--- src/rtl/icache_line_fill.sv ---
// Line refill bridge: turns one icache line miss into BEATS sequential bus word
// reads, assembles the words into a line and returns it with a one-cycle ack.
module icache_line_fill #(
  parameter int ADDR_WIDTH = 32,
  parameter int LINE_WIDTH = 128,
  parameter int BUS_WIDTH  = 32
) (
  input  logic                  clk,
  input  logic                  rst_n,
  input  logic                  req_i,
  input  logic [ADDR_WIDTH-1:0] addr_i,
  input  logic                  kill_i,
  output logic                  ack_o,
  output logic [LINE_WIDTH-1:0] r_data_o,
  output logic                  busy_o,
  output logic                  bus_req_o,
  output logic [ADDR_WIDTH-1:0] bus_addr_o,
  input  logic                  bus_ack_i,
  input  logic [BUS_WIDTH-1:0]  bus_rdata_i
);

  localparam int BEATS      = LINE_WIDTH / BUS_WIDTH;
  localparam int BEAT_BITS  = $clog2(BEATS);
  localparam int LINE_OFF   = $clog2(LINE_WIDTH / 8);
  localparam int WORD_BYTES = BUS_WIDTH / 8;

  typedef enum logic [1:0] {
    IDLE,
    BEAT,
    DRAIN,
    RESP
  } state_t;

  state_t                state;
  logic [BEAT_BITS-1:0]  beat;
  logic [LINE_WIDTH-1:0] buffer;
  logic [ADDR_WIDTH-1:0] line_base;
  logic                  abort;

  assign abort     = kill_i | ~req_i;
  assign line_base = addr_i & ~ADDR_WIDTH'((1 << LINE_OFF) - 1);

  assign busy_o   = (state != IDLE);
  assign ack_o    = (state == RESP) & ~abort;
  assign r_data_o = buffer;

  // bus_addr_o is kept as a running word address so it never depends on
  // live inputs; once a read is issued it is held until the bus acks it.
  always_ff @(posedge clk) begin
    if (!rst_n) begin
      state      <= IDLE;
      beat       <= '0;
      buffer     <= '0;
      bus_req_o  <= 1'b0;
      bus_addr_o <= '0;
    end else begin
      case (state)
        IDLE: begin
          if (req_i && !kill_i) begin
            beat       <= '0;
            bus_addr_o <= line_base;
            bus_req_o  <= 1'b1;
            state      <= BEAT;
          end
        end
        BEAT: begin
          if (bus_ack_i) begin
            if (abort) begin
              bus_req_o <= 1'b0;
              state     <= IDLE;
            end else begin
              buffer[beat*BUS_WIDTH +: BUS_WIDTH] <= bus_rdata_i;
              if (beat == BEAT_BITS'(BEATS - 1)) begin
                bus_req_o <= 1'b0;
                state     <= RESP;
              end else begin
                beat       <= beat + BEAT_BITS'(1);
                bus_addr_o <= bus_addr_o + ADDR_WIDTH'(WORD_BYTES);
              end
            end
          end else if (abort) begin
            state <= DRAIN;
          end
        end
        // An issued read cannot be retracted, so wait it out and drop the data.
        DRAIN: begin
          if (bus_ack_i) begin
            bus_req_o <= 1'b0;
            state     <= IDLE;
          end
        end
        RESP: begin
          state <= IDLE;
        end
        default: begin
          bus_req_o <= 1'b0;
          state     <= IDLE;
        end
      endcase
    end
  end

endmodule

--- config.mk ---
export PLATFORM = sky130hd
export DESIGN_NAME = icache_line_fill
export DESIGN_NICKNAME = d
export VERILOG_FILES = /design/src/rtl/icache_line_fill.sv
export SDC_FILE = /design/constraint.sdc
export NUM_CORES = 1
export LEC_CHECK = 0
export ABC_AREA = 0
export CORE_ASPECT_RATIO = 0.75
export CORE_MARGIN = 3
export CORE_UTILIZATION = 62
export CTS_CLUSTER_DIAMETER = 200
export DETAILED_ROUTE_END_ITERATION = 12
export DONT_BUFFER_PORTS = 1
export GPL_TIMING_DRIVEN = 0
export PLACE_DENSITY = 0.8
export SKIP_LAST_GASP = 1
export SLEW_MARGIN = 20
export SYNTH_ARGS = -nofsm -noshare
export SYNTH_HDL_FRONTEND = slang
export SYNTH_SLANG_ARGS = --single-unit
--- constraint.sdc ---
create_clock -name clk -period 2.9 [get_ports clk]
set_input_delay 0.58 -clock clk [delete_from_list [all_inputs] [get_ports clk]]
set_output_delay 0.58 -clock clk [all_outputs]
set_load 0.02 [all_outputs]
Word-level counts from Yosys, hierarchy flattened
Cells that the tools add are included.
- add/sub/neg operators: 3
- eq/ne operators: 11
- shifts and indexed selects: 2
- muxes and demuxes: 24
- bitwise logic cells: 4
- reduce and logical (&&, ||, !) cells: 10
- operator list (cell ; count):
    $bwmux W128 ; 1
    $mux W32 ; 4
    $shift A32 B34 Y128 const A ; 1
    $shiftx A32 B34 Y128 ; 1
    $pmux W32 S2 ; 1
    $neg A7 Y34 ; 1
    $add A32 B3 Y32 const B ; 1
    $mux W2 ; 10
    $ne A2 B2 Y1 const B ; 5
    $reduce_and A5 Y1 ; 2
    $pmux W2 S4 ; 1
    $eq A2 B2 Y1 const B ; 3
    $ne A3 B3 Y1 const B ; 2
    $mux W1 ; 5
    $pmux W2 S2 ; 1
    $reduce_and A4 Y1 ; 1
    $reduce_bool A2 Y1 ; 2
    $pmux W1 S3 ; 1
    $reduce_and A3 Y1 ; 1
    $reduce_bool A3 Y1 ; 1
    $add A2 B1 Y2 const B ; 1
    $eq A2 B1 Y1 const B ; 1
    $logic_not A2 Y1 ; 1
    $not A1 Y1 ; 2
    4 further kinds ; 4
- flip-flop bits (word level): 165
- input bits: 69
- output and inout port bits: 163

Logic depth before layout (Yosys ltp)
- depth after elaboration: 5
- gate-level depth with buffers: 10
- depth with buffers taken out: 7

Worst setup path after synthesis
OpenSTA, ideal clock, no wires.
- path kind: reg-to-reg
- start: reg bus_addr_o[2]
- end: reg bus_addr_o[18]
- library setup time: 70 ps
- data arrival time: 2171 ps
- data required time: 2830 ps
- path slack: 659 ps
- stages on the path, launching flop included: 8
- period minus slack after synthesis: 2241 ps
- path through: dfxtp_1 > ha_1 > nand3_1 > or4_1 > buf_2 > or3_4 > o31ai_2 > o2bb2ai_1
- word-level cells in the longest chain between the ends: 5
- RTL lines (item ; RTL line ; RTL):
    start: declaration ; 17 ; output logic [ADDR_WIDTH-1:0] bus_addr_o,
    start signal: assignment ; 61 ; bus_addr_o <= line_base;
    start signal: assignment ; 78 ; bus_addr_o <= bus_addr_o + ADDR_WIDTH'(WORD_BYTES);
    $add A32 B3 Y32 ; 78 ;
    $mux W32 ; 73 ; if (beat == BEAT_BITS'(BEATS - 1)) begin
    $mux W32 ; 68 ; if (abort) begin
    $mux W32 ; 67 ; if (bus_ack_i) begin
    $pmux W32 S2 ; 57 ; case (state)
Every way passes these cells. The select of a mux whose other input is x is not followed.
A chain may end at the register's enable or synchronous reset.

Worst setup path in the final report
- start: reg bus_addr_o[2]
- end: reg bus_addr_o[26]
The elaborated chain is that of the path after synthesis.

==> qor.yml <==
grt_pass1_wl_um: 35320
grt_overflow: 0
busiest_layer: "met2"
die_width_um: 129.2
dr.pass1.iters: 5
leakagePower_nw: 2.523
p_sw_mw: 1.407
final-max-slew-violation-count: 0
pin_count: 232
clk_pin_slew_ns: 0.07
synth_top_family_by_area: "simple AND/OR/NAND/NOR gates"
synth-seq-cells: 163
finalPower_mw: 5.157
worst_pin_slew_ns: 0.8697
clock_latency_ns: 0.43
cts.root.buffer_cell: "clkbuf_16"
cts_tree: "done"
hold_depth: 2
muxShareOfSynthArea_pct: 0.7804
ys_seq_area_share_pct: 46.26
antenna_found_initial: 0
finClkSkew_ns: 0.01276
hold_start: "bus_rdata_i[7]"
cts_buffer_depth: 2
synthAdderAreaFrac_pct: 2.306
regArea_um2: 3263
layout.cells.non_filler: 1085
dpl.hpwl_um: 16770
min_path_type: "in -> reg"
drt-total-wl_um: 23210
diodes: 0
p_per_area_nw_per_um2: 656.9
synth-compound-area-share_pct: 17.40
pwr-share-seq_pct: 46.7
route.antenna.remaining_nets: 0
r2r_end: "bus_addr_o[26]$_SDFFE_PN0P_"
fill_cells: 881
period_minus_slack_ns: 2.742
outcome: "finished clean"
timing.fmax_mhz: 364.6
worstRegToRegCells: 7
wire_per_inst_um: 21.39
tns_ns: 0
viasPerCell: 6.693
drive_gt1_share_pct: 5.608
grt_pass1_vias: 6618
cts_setup_buffers: 0
syn_inst: 912
gr-usage-met3_pct: 11.26
worstHoldEndpoint: "r_data_o[71]$_SDFFE_PN0P_"
core_area_um2: 11020
die_height_um: 98.38
synth.avg_cell_area_um2: 7.735
post-route-period-util_pct: 94.57
intPower_mw: 3.750
timing.rr.start: "bus_addr_o[2]$_SDFFE_PN0P_"
combPwrFrac_pct: 8.1
synth_edf_count: 0
crit_path_end_kind: "register"
area_delta_synth_final_pct: 11.30
slew_headroom_pct: 41.48
drcViolationCount: 0
synth_warnings: 0
dieArea_um2: 12710
worst-setup-path-type: "reg -> reg"
grt_max_degree: 17
grt_usage_pct: 34.96
yosys.area_share.simple_pct: 28.10
path_max_fanout: 8
cp.required_ns: 3.24
syn-cell-area_um2: 7054
dp_cells: 1053
rows: 33
regToRegSetupSlack_ns: 0.16
drt_iter0_drc: 723
clkPwrFrac_pct: 45.2
worstPathArrival_ns: 3.08
io_buffers: 0
hold_viol: 0
gr-usage-met2_pct: 51.59
place.gp.congestion: 0.9510
cts_hold_buffers: 0
finalSetupViolCount: 0
max_cap_viol_count: 0
synth-xor-area-share_pct: 0
postLayoutCoreUtil_pct: 71.22
htreeDepth: 4
synth_cell_types: 60
peakVddDrop_v: 0.0003683
cts_buffers: 17
vias: 7262
start_util_pct: 63.99
ys.flop_type: "dfxtp_1"
multi_input_area_um2: 3435
async_flop_share_pct: 0
cp-start-kind: "register"
grt_use_met1_pct: 46.74
cts.sinks: 163
swShare_pct: 27.28
cts-resized-gates: 0
finalNetCount: 1014
==> final cells by class <==
type | count | area share, %
flip-flops and latches | 163 | 41.56
well taps | 140 | 2.231
multi-input cells | 657 | 43.74
clock buffers | 19 | 5.769
plain buffers | 82 | 4.127
clock inverters | 13 | 2.040
inverters | 11 | 0.5259
==> per-layer routing <==
metal | vias up | share of wire (%)
met3 | 96 | 13
met4 | 0 | 4.4
met5 | - | 0
li1 | 3247 | -
met2 | 505 | 44
met1 | 3414 | 39
==> Yosys cell counts, types with 3 or more instances <==
cell | number | area share, %
dfxtp_1 | 163 | 46
and4_1 | 3 | 0.37
nor2b_1 | 4 | 0.35
and2_1 | 8 | 0.71
or4_1 | 4 | 0.43
nor2_1 | 19 | 1.0
buf_1 | 11 | 0.59
a22oi_1 | 3 | 0.32
buf_2 | 3 | 0.21
or3_1 | 4 | 0.35
inv_1 | 10 | 0.53
nand2_1 | 177 | 9.4
a21o_1 | 3 | 0.32
nand4_1 | 6 | 0.53
nor3_1 | 14 | 0.99
a31oi_1 | 11 | 0.98
o21ai_0 | 13 | 0.92
mux2_2 | 4 | 0.64
o22ai_1 | 5 | 0.44
nor4_1 | 8 | 0.71
o211ai_1 | 3 | 0.32
nand3_1 | 149 | 11
clkbuf_1 | 66 | 3.5
a21oi_1 | 159 | 11
and3_1 | 7 | 0.62
ha_1 | 13 | 2.3
==> power groups by stage <==
stage	sequential, mW	clock (mW)	combinational [mW]
2_1_floorplan	2.43	0	0.290
3_3_place_gp	2.45	0	0.384
3_5_place_dp	2.46	0	0.399
4_1_cts	2.40	2.33	0.401
5_1_grt	2.41	2.43	0.454
6_report	2.41	2.33	0.418
==> state kept, by name, summed over array words and instances (netlist names) <==
| signal | flops |
|---|---|
| bus_req_o | 1 |
| state | 2 |
| beat | 2 |
| bus_addr_o | 30 |
| r_data_o | 128 |
==> worst max path at each step <==
stage	cells after the start	startpoint	slack, ns	endpoint
2_1_floorplan	7	bus_addr_o[2]$_SDFFE_PN0P_	0.66	bus_addr_o[18]$_SDFFE_PN0P_
3_3_place_gp	9	state[1]$_SDFFE_PN0P_	0.16	bus_addr_o[24]$_SDFFE_PN0P_
3_5_place_dp	9	state[1]$_SDFFE_PN0P_	0.1	bus_addr_o[25]$_SDFFE_PN0P_
4_1_cts	9	state[1]$_SDFFE_PN0P_	0.07	bus_addr_o[29]$_SDFFE_PN0P_
5_1_grt	9	state[1]$_SDFFE_PN0P_	-0.009	bus_addr_o[25]$_SDFFE_PN0P_
6_report	7	bus_addr_o[2]$_SDFFE_PN0P_	0.16	bus_addr_o[26]$_SDFFE_PN0P_
==> cells in the final DEF, fill, tap and decap left out, drive strengths merged, types with 5 or more instances in the layout <==
| cell type | instances |
|---|---|
| and2 | 9 |
| clkbuf | 86 |
| ha | 13 |
| a31oi | 11 |
| nor2 | 19 |
| dfxtp | 163 |
| o21ai | 13 |
| nor4 | 10 |
| nor3 | 14 |
| clkinv | 5 |
| o22ai | 5 |
| nand4 | 6 |
| or3 | 5 |
| inv | 16 |
| nand3 | 150 |
| and3 | 7 |
| buf | 15 |
| a21oi | 159 |
| nand2 | 177 |
==> critical path: stages (launching register included) <==
cell and delay (ns):
dfxtp_1 0.58, ha_1 0.27, nand3_1 0.31, or4_1 0.57
buf_2 0.19, nor3_1 0.33, nand4b_1 0.16, a41oi_1 0.24
==> metrics by stage <==
stage / worst slack, ns / area (µm²) / hold slack (ns)
final: 0.1576 / 7851 / 0.2970
after CTS: 0.07097 / 7846 / 0.2929
after detailed placement: 0.09776 / 7233 / 0.5266
after global routing: -0.008989 / 7851 / 0.2944
after global placement: 0.1611 / 7233 / 0.5085
after floorplan: 0.6588 / 7058 / 0.4802
==> cell families (layout without fill, tap and decap cells) <==
group | Yosys count | after routing
compound gates | 219 | 219
fa+ha+maj | 13 | 13
buf+inv | 93 | 125
flops | 163 | 163
mux | 5 | 5
other cells | 1 | 2
simple gates | 418 | 418
Power figures use the tool's default switching activity.
